`config.mk`:
```
export PLATFORM = sky130hd
export DESIGN_NAME = nd_display_scanner
export DESIGN_NICKNAME = d
export VERILOG_FILES = /design/src/rtl/nd_display_scanner.sv
export SDC_FILE = /design/constraint.sdc
export NUM_CORES = 1
export LEC_CHECK = 0
export CAP_MARGIN = 5
export CORE_UTILIZATION = 23
export CTS_BUF_LIST = sky130_fd_sc_hd__clkbuf_8
export CTS_CLUSTER_SIZE = 28
export DETAILED_ROUTE_END_ITERATION = 6
export DONT_BUFFER_PORTS = 1
export PLACE_DENSITY_LB_ADDON = 0.3
export SLEW_MARGIN = 20
export SYNTH_ARGS = -nofsm -noshare
export SYNTH_HDL_FRONTEND = slang
export SYNTH_SLANG_ARGS = --single-unit
```
`constraint.sdc`:
```
create_clock -name clk -period 8.9 [get_ports clk]
set_input_delay 1.78 -clock clk [delete_from_list [all_inputs] [get_ports clk]]
set_output_delay 1.78 -clock clk [all_outputs]
set_load 0.02 [all_outputs]
```
`src/rtl/nd_display_scanner.sv`:
```
// nd_display_scanner: qualifies the CPU's active-low ND strobe, captures the
// L nibble into a DIGITS-deep shift buffer and multiplexes the buffered
// digits onto a common-cathode 7-segment display.
module nd_display_scanner #(
  parameter int DIGITS   = 4,
  parameter int SCAN_DIV = 1024,
  parameter int MIN_LOW  = 2
) (
  input  logic              clk,
  input  logic              rst,
  input  logic              ena,
  input  logic [3:0]        nl_n,
  input  logic              nd,
  output logic [6:0]        seg,
  output logic [DIGITS-1:0] dig_sel_n,
  output logic              cap_valid,
  output logic [3:0]        cap_data
);

  localparam int PW = (SCAN_DIV > 1) ? $clog2(SCAN_DIV) : 1;
  localparam int IW = (DIGITS > 1) ? $clog2(DIGITS) : 1;
  localparam int LW = $clog2(MIN_LOW + 1);

  // Two-flop synchronisers; these run even while ena is low.
  logic              nd_meta_q, nd_s_q;
  logic [3:0]        nl_meta_q, nl_s_q;

  logic [LW-1:0]     low_cnt_q, low_cnt_d;
  logic [PW-1:0]     presc_q, presc_d;
  logic [IW-1:0]     idx_q, idx_d;
  logic [3:0]        dbuf_q [DIGITS];
  logic [3:0]        dbuf_d [DIGITS];
  logic [DIGITS-1:0] valid_q, valid_d;
  logic [6:0]        seg_q, seg_d;
  logic [DIGITS-1:0] dig_sel_n_q, dig_sel_n_d;
  logic              cap_valid_q, cap_valid_d;
  logic [3:0]        cap_data_q, cap_data_d;
  logic              accept;

  // Hex digit to {g,f,e,d,c,b,a} segment pattern.
  function automatic logic [6:0] hex7(input logic [3:0] v);
    case (v)
      4'h0: hex7 = 7'h3F;
      4'h1: hex7 = 7'h06;
      4'h2: hex7 = 7'h5B;
      4'h3: hex7 = 7'h4F;
      4'h4: hex7 = 7'h66;
      4'h5: hex7 = 7'h6D;
      4'h6: hex7 = 7'h7D;
      4'h7: hex7 = 7'h07;
      4'h8: hex7 = 7'h7F;
      4'h9: hex7 = 7'h6F;
      4'hA: hex7 = 7'h77;
      4'hB: hex7 = 7'h7C;
      4'hC: hex7 = 7'h39;
      4'hD: hex7 = 7'h5E;
      4'hE: hex7 = 7'h79;
      default: hex7 = 7'h71;
    endcase
  endfunction

  // Synchronise ND and L into the clk domain.
  always_ff @(posedge clk) begin
    if (rst) begin
      nd_meta_q <= 1'b1;
      nd_s_q    <= 1'b1;
      nl_meta_q <= 4'hF;
      nl_s_q    <= 4'hF;
    end else begin
      nd_meta_q <= nd;
      nd_s_q    <= nd_meta_q;
      nl_meta_q <= nl_n;
      nl_s_q    <= nl_meta_q;
    end
  end

  // Strobe qualification, capture shift, scan sequencing and output decode.
  always_comb begin
    // A rising ND is accepted only after a long-enough low; the counter
    // clears on high even with ena low, so a rise seen while disabled is lost.
    accept    = ena && nd_s_q && (low_cnt_q >= LW'(MIN_LOW));
    low_cnt_d = low_cnt_q;
    if (nd_s_q) begin
      low_cnt_d = '0;
    end else if (ena && (low_cnt_q < LW'(MIN_LOW))) begin
      low_cnt_d = low_cnt_q + 1'b1;
    end

    presc_d = presc_q;
    idx_d   = idx_q;
    if (ena) begin
      if (presc_q == PW'(SCAN_DIV - 1)) begin
        presc_d = '0;
        idx_d   = (idx_q == IW'(DIGITS - 1)) ? '0 : idx_q + 1'b1;
      end else begin
        presc_d = presc_q + 1'b1;
      end
    end

    for (int k = 0; k < DIGITS; k++) begin
      dbuf_d[k] = dbuf_q[k];
    end
    valid_d     = valid_q;
    cap_data_d  = cap_data_q;
    cap_valid_d = accept;
    if (accept) begin
      // Newest digit enters at slot 0; the oldest falls off the end.
      for (int k = DIGITS - 1; k > 0; k--) begin
        dbuf_d[k] = dbuf_q[k - 1];
      end
      dbuf_d[0]  = ~nl_s_q;
      valid_d    = {valid_q[DIGITS-2:0], 1'b1};
      cap_data_d = ~nl_s_q;
    end

    // Outputs are decoded from next state so a capture coinciding with a
    // digit advance shows the shifted buffer at the new index immediately.
    seg_d       = seg_q;
    dig_sel_n_d = dig_sel_n_q;
    if (ena) begin
      seg_d       = valid_d[idx_d] ? hex7(dbuf_d[idx_d]) : 7'h00;
      dig_sel_n_d = (presc_d == PW'(SCAN_DIV - 1)) ? '1
                                                   : ~(DIGITS'(1) << idx_d);
    end
  end

  // State and registered outputs.
  always_ff @(posedge clk) begin
    if (rst) begin
      low_cnt_q   <= '0;
      presc_q     <= '0;
      idx_q       <= '0;
      for (int k = 0; k < DIGITS; k++) begin
        dbuf_q[k] <= 4'h0;
      end
      valid_q     <= '0;
      seg_q       <= 7'h00;
      dig_sel_n_q <= '1;
      cap_valid_q <= 1'b0;
      cap_data_q  <= 4'h0;
    end else begin
      low_cnt_q   <= low_cnt_d;
      presc_q     <= presc_d;
      idx_q       <= idx_d;
      for (int k = 0; k < DIGITS; k++) begin
        dbuf_q[k] <= dbuf_d[k];
      end
      valid_q     <= valid_d;
      seg_q       <= seg_d;
      dig_sel_n_q <= dig_sel_n_d;
      cap_valid_q <= cap_valid_d;
      cap_data_q  <= cap_data_d;
    end
  end

  assign seg       = seg_q;
  assign dig_sel_n = dig_sel_n_q;
  assign cap_valid = cap_valid_q;
  assign cap_data  = cap_data_q;

endmodule

```
======== After elaboration in Yosys (flattened, before gate mapping) ========
Memory sizes are Yosys's and may differ from the RTL's.
Index checks and enable logic that the tools add are counted.
storage, ports and cells
  register bits after elaboration ......... 44
  bits in writable memories ............... 16
  bits in read-only memories .............. 112
  output and inout bits ................... 16
  word-level logic and storage cells ...... 57
  memories kept ........................... 2
cells by class
  add/subtract/negate cells ............... 3
  order comparisons ....................... 4
  equal/unequal tests ..................... 3
  shift-type cells ........................ 1
  multiplexer cells ....................... 21
  bitwise logic cells ..................... 7
  reduce and logical (&&, ||, !) cells .... 4
memories
  name             depth  width  read ports  clocked after memory_dff  write ports  line  text
  (no name shown)  16     7      1           0                         0            42    case (v)
  dbuf_q           4      4      4           0                         4            31    logic [3:0] dbuf_q [DIGITS];
operators by type and width
  operator                                                    count
  2-to-1 mux 4 bit                                            8
  equality test 10 bit, second input constant                 2
  2-to-1 mux 10 bit                                           2
  2-to-1 mux 16 bit                                           1
  adder 10 x 1 -> 10 bit, second input constant               1
  binary-select mux 4 bit (select 2 bit)                      1
  inverter 4 bit                                              2
  2-to-1 mux 7 bit                                            1
  2-to-1 mux 2 bit                                            3
  adder 2 x 1 -> 2 bit, second input constant                 2
  2-to-1 mux 1 bit                                            4
  OR 1 bit                                                    4
  << shifter 1 x 2 -> 4 bit, first input constant             1
  >= comparator 3 bit, second input constant                  1
  logical AND 1 bit                                           3
  less-than comparator 2 x 3 -> 1 bit, second input constant  1
  inverter 2 -> 3 bit                                         1
  binary-select mux 1 bit (select 2 bit)                      1
  equality test 2 bit, second input constant                  1
  >= comparator 2 bit, second input constant                  1
  less-than comparator 2 bit, second input constant           1
  OR reduction 2 bit                                          1

======== Depth between registers and ports, before layout ========
An unclocked memory read counts as a cell.
  depth in word-level cells ............... 10
  depth in mapped cells ................... 12

======== Worst setup path after synthesis ========
OpenSTA, ideal clock, no wires.
  path kind ............................... input -> register
  from .................................... in ena
  to ...................................... reg seg_q[3] (netlist: seg[3])
  data arrival time ....................... 4.248 ns
  slack ................................... 4.578 ns
  stages .................................. 11
  buffers on the path ..................... 1
  path through ............................ buf_2 > nand4_4 > o311ai_1 > a21boi_1 > a2111o_1 > a22oi_1 > inv_1 > ha_1 > and3_1 > a2111o_1 > a31oi_1
between the ends
  word-level cells in the longest chain between the ends .. 8
  elaborated cells on any way between the ends .. 13
  classes of those cells .................. mux: 9; bitwise: 1; reduce/logical: 2; memory: 1
RTL lines
  element                                               line  text
  start, declared                                       11    input logic ena,
  logical AND 1 bit (2 in series)                       81    accept = ena && nd_s_q && (low_cnt_q >= LW'(MIN_LOW));
  2-to-1 mux 16 bit                                     106   if (accept) begin
  binary-select mux 4 bit (select 2 bit)                121   seg_d = valid_d[idx_d] ? hex7(dbuf_d[idx_d]) : 7'h00;
  2-to-1 mux 4 bit (not written as such) (2 in series)  121
  memory (16 x 7 bit)                                   --
  2-to-1 mux 7 bit                                      121
  end signal, assigned                                  149   seg_q <= seg_d;
  end, declared                                         34    logic [6:0] seg_q, seg_d;
Several ways; a longest one is shown, not always the timed one. The select of a mux whose other input is x is not followed.
A chain may end at the register's enable or synchronous reset.

======== Worst setup path in the final report ========
Ends and elaborated chain as after synthesis.

==> results_tabular.tex <==
\begin{tabular}{lr}
\hline
Metric & Value \\
\hline
\multicolumn{2}{l}{\textbf{Outcome}} \\
\quad Result of the run & complete, no violations \\
\multicolumn{2}{l}{\textbf{Global route}} \\
\quad Initial antenna violation count & 0 \\
\quad Global-route wire length before repair & 12400 µm \\
\quad Leftover overflow at the end of global routing & 0 \\
\quad GR Util All Layers & 0.112 \\
\quad Via count of the first global-routing pass & 2445 \\
\quad Pin count of the biggest net entering global routing & 60 \\
\multicolumn{2}{l}{\textbf{Cells and area}} \\
\quad Signed area change from the synthesized netlist to the final layout & 11.1\% \\
\quad Cell Count, Final, Fillers Out & approximately 530 \\
\quad Final nets & 367 \\
\quad Highest-count cells in the layout ignoring fill and taps & 60 x dfxtp\_1, 39 x nand2\_1, 33 x a21oi\_1, 27 x nor2\_1, 14 x inv\_1 \\
\quad Layout cells sized above 1 & 0.161 \\
\quad Filler cell count & roughly 1400 \\
\quad Most common library cell in the layout ignoring fill and taps & dfxtp\_1 \\
\quad Number of diodes added for antenna fixing & 0 \\
\quad Flip-flop and latch area & roughly 1200 µm² \\
\quad Area taken by multi-input logic gates & between 1500 and 2000 µm² \\
\multicolumn{2}{l}{\textbf{STA}} \\
\quad Final Critical Period & between 4 and 5 ns \\
\quad Hold WS & roughly 0.41 ns \\
\quad Final hold violation count & 0 \\
\quad Clock tree skew after final layout & roughly 0.012 ns \\
\quad Unrepaired setup endpoints after global routing & false \\
\quad Final critical-path share of the clock period & 0.462 \\
\quad Number of max-slew violations in the final report & 0 \\
\quad Worst Slack Setup Final & 4.79 ns \\
\quad Total negative slack & 0 ns \\
\quad Final setup fails & 0 \\
\quad Worst slew slack as a fraction of its limit & 0.405 \\
\quad Highest achievable clock rate & 243 MHz \\
\quad Transition time at the pin with the least slew margin & between 0.8 and 0.9 ns \\
\multicolumn{2}{l}{\textbf{Routing}} \\
\quad Number of optimization iterations in the first detailed-route pass & 4 \\
\quad Ratio of routed vias to standard cells & between 4 and 5 \\
\quad Final Routed Wirelength & between 7000 and 8000 µm \\
\quad Iteration-0 DRC Markers & 164 \\
\quad Count of nets left with antenna violations after detail routing & 0 \\
\quad Average wire length per cell after detail routing & about 14 µm \\
\quad Detailed-route DRC error count & 0 \\
\quad Count of vias placed by the detailed router & between 2000 and 3000 \\
\multicolumn{2}{l}{\textbf{Critical path}} \\
\quad Critical Path RT & about 9.2 ns \\
\quad Slowest stage cell, crit path & o311ai\_1 \\
\quad CP bufs+invs & 1 \\
\quad Category of the worst setup path capture point & flip-flop \\
\quad Kind of start point of the critical path & input port \\
\quad Cell with the most instances on the worst path & a2111o\_1 \\
\quad Worst endpoint data arrival time & 4.38 ns \\
\quad Top Family by Delay on Critical Path & compound AO/OA/AOI/OAI gates \\
\quad Peak per-stage delay on the critical path & approximately 0.5 ns \\
\quad Critical Path Fanout Max & 18 \\
\quad Cell-by-cell listing of the critical path & nand4\_4 -> o311ai\_1 -> a21boi\_1 -> a2111o\_1 -> a22oi\_1 -> inv\_1 -> ha\_1 -> and3\_1 -> a2111o\_1 -> a31oi\_1 \\
\quad Crit path kind & in2reg \\
\multicolumn{2}{l}{\textbf{Power}} \\
\quad Leakage Power & around 0.0012 µW \\
\quad Power per standard cell area & between 150 and 200 nW/µm² \\
\quad Post-layout power & between 500 and 600 µW \\
\quad Worst supply voltage drop on vdd & roughly 0.095 mV \\
\multicolumn{2}{l}{\textbf{Yosys}} \\
\quad Total standard cell area after synthesis & between 3000 and 4000 µm² \\
\quad Share of the synthesized area in the top cell type & 0.383 \\
\quad Number of cells produced by synthesis & around 360 \\
\quad Async SR Flop Fraction & 0 \\
\quad Post-synthesis sequential element count & 60 \\
\quad Mean instance size in the synthesized netlist & between 8 and 9 µm² \\
\quad Primary flip-flop cell chosen by synthesis mapping & dfxtp\_1 \\
\quad Number of enable-type register cells in the synthesized netlist & 0 \\
\quad Count of warnings emitted by yosys & 0 \\
\quad Post-synthesis net count & roughly 370 \\
\quad Fraction of the yosys area taken by sequential cells & 0.383 \\
\quad Ranking of synthesized cells by area & dfxtp\_1 38\%, a21oi\_1 5.3\%, nand2\_1 4.7\%, ha\_1 3.6\%, nor2\_1 3.2\% \\
\quad Netlist cell types & 75 \\
\quad Cell taking the most area after synthesis & dfxtp\_1 \\
\multicolumn{2}{l}{\textbf{Placement}} \\
\quad Port-buffer cells & 0 \\
\quad Post-placement setup slack & between 4 and 5 ns \\
\quad HPWL after DPL & approximately 5200 µm \\
\quad Routability cong. & just over 0.8 \\
\quad Placed insts & about 500 \\
\multicolumn{2}{l}{\textbf{Clock network}} \\
\quad H-tree levels & 3 \\
\quad Post-CTS Resized & 0 \\
\quad Number of clock sinks & 60 \\
\quad Clock tree buffer depth & 2 \\
\quad Worst-Skew Late Latency & roughly 0.35 ns \\
\quad Clk Tree Root Cell & clkbuf\_8 \\
\quad Number of buffers inserted by post-CTS setup repair & 0 \\
\quad Clock buffer count from CTS & 9 \\
\quad Hold-fix buffers, CTS & 0 \\
\quad Clock input transition at the sequential cells of the worst setup and hold paths & 0.07 ns \\
\quad Clock tree from TritonCTS & done \\
\multicolumn{2}{l}{\textbf{Floorplan}} \\
\quad Starting density of the core & 0.236 \\
\quad Boundary Pins & 24 \\
\quad Core area & approximately 13000 µm² \\
\quad Vert. Die Dim & 119 µm \\
\quad DIE WIDTH & 119 µm \\
\quad Count of standard-cell rows & between 40 and 50 \\
\quad Die footprint & approximately 14000 µm² \\
\multicolumn{2}{l}{\textbf{Hold path}} \\
\quad Hold Crit Class & reg2reg \\
\multicolumn{2}{l}{\textbf{Job}} \\
\quad Max-cap viol count & 0 \\
\hline
\end{tabular}
[state kept, by name (all words and copies together) (netlist names)]
name / count
cap_valid: 1
nd_s_q: 1
presc_q: 10
dbuf_q: 16
cap_data: 4
idx_q: 2
nd_meta_q: 1
low_cnt_q: 2
nl_meta_q: 4
nl_s_q: 4
valid_q: 4
dig_sel_n: 4
seg: 7
[cell usage after synthesis (4+ instances only)]
library cell,number
a21oi_1,33
buf_2,5
mux2i_1,6
dfxtp_1,60
xnor2_1,4
nor2_1,27
nand2b_1,4
inv_1,14
xor2_1,5
a31oi_1,5
nand4_1,4
ha_1,9
o21a_1,5
nand2_1,39
or2_2,11
nor3_1,12
o22ai_1,6
clkbuf_1,12
o21ai_0,5
nand3_1,8
[area by class of cell]
cell class,instances,share of cell area
Clock buffer,10,0.0395
Clock inverter,6,0.0183
Inverter,15,0.0162
Multi-Input combinational cell,261,0.511
Sequential cell,60,0.345
Tap cell,176,0.0632
Timing Repair Buffer,3,0.00647
[metal layers]
layer,global-route usage,vias to the layer above,part of all wire,wire (µm)
li1,-,1285,-,-
met1,0.140,1210,0.48,3570
met2,0.174,54,0.46,3420
met3,0.0352,7,0.037,274
met4,0.0562,0,0.015,114
met5,0,-,0,0
[per-stage QoR]
step / area [µm²] / utilization
2_1_floorplan: 3140 / -
6_report: 3480 / 0.262
3_5_place_dp: 3280 / 0.247
3_3_place_gp: 3280 / 0.247
4_1_cts: 3480 / 0.262
5_1_grt: 3480 / 0.262
[worst paths after layout]
check,startpoint,to,slack [ns],depth (start not counted)
worst max register to register,presc_q[0],seg[3],5.48,11
worst min-delay path,nd_meta_q,nd_s_q,0.41,1
worst min register to register,nd_meta_q,nd_s_q,0.41,1
worst max-delay path,ena,seg[3],4.79,10
[where the power goes]
part           switching [µW]  internal (µW)
clock network             113            136
logic                    4.13           4.13
registers                2.50            272
total                     119            412
[cells by family (layout without fill, tap and decap cells)]
kind of cell	after synthesis	after routing	share of synthesized area
simple gates	131	131	0.223
compound gates	104	104	0.258
buf+inv	36	34	0.0487
xor+xnor	9	9	0.0251
flops	60	60	0.383
mux	8	8	0.0263
fa+ha+maj	9	9	0.0359
No activity file was read; power rests on OpenSTA's default activity.
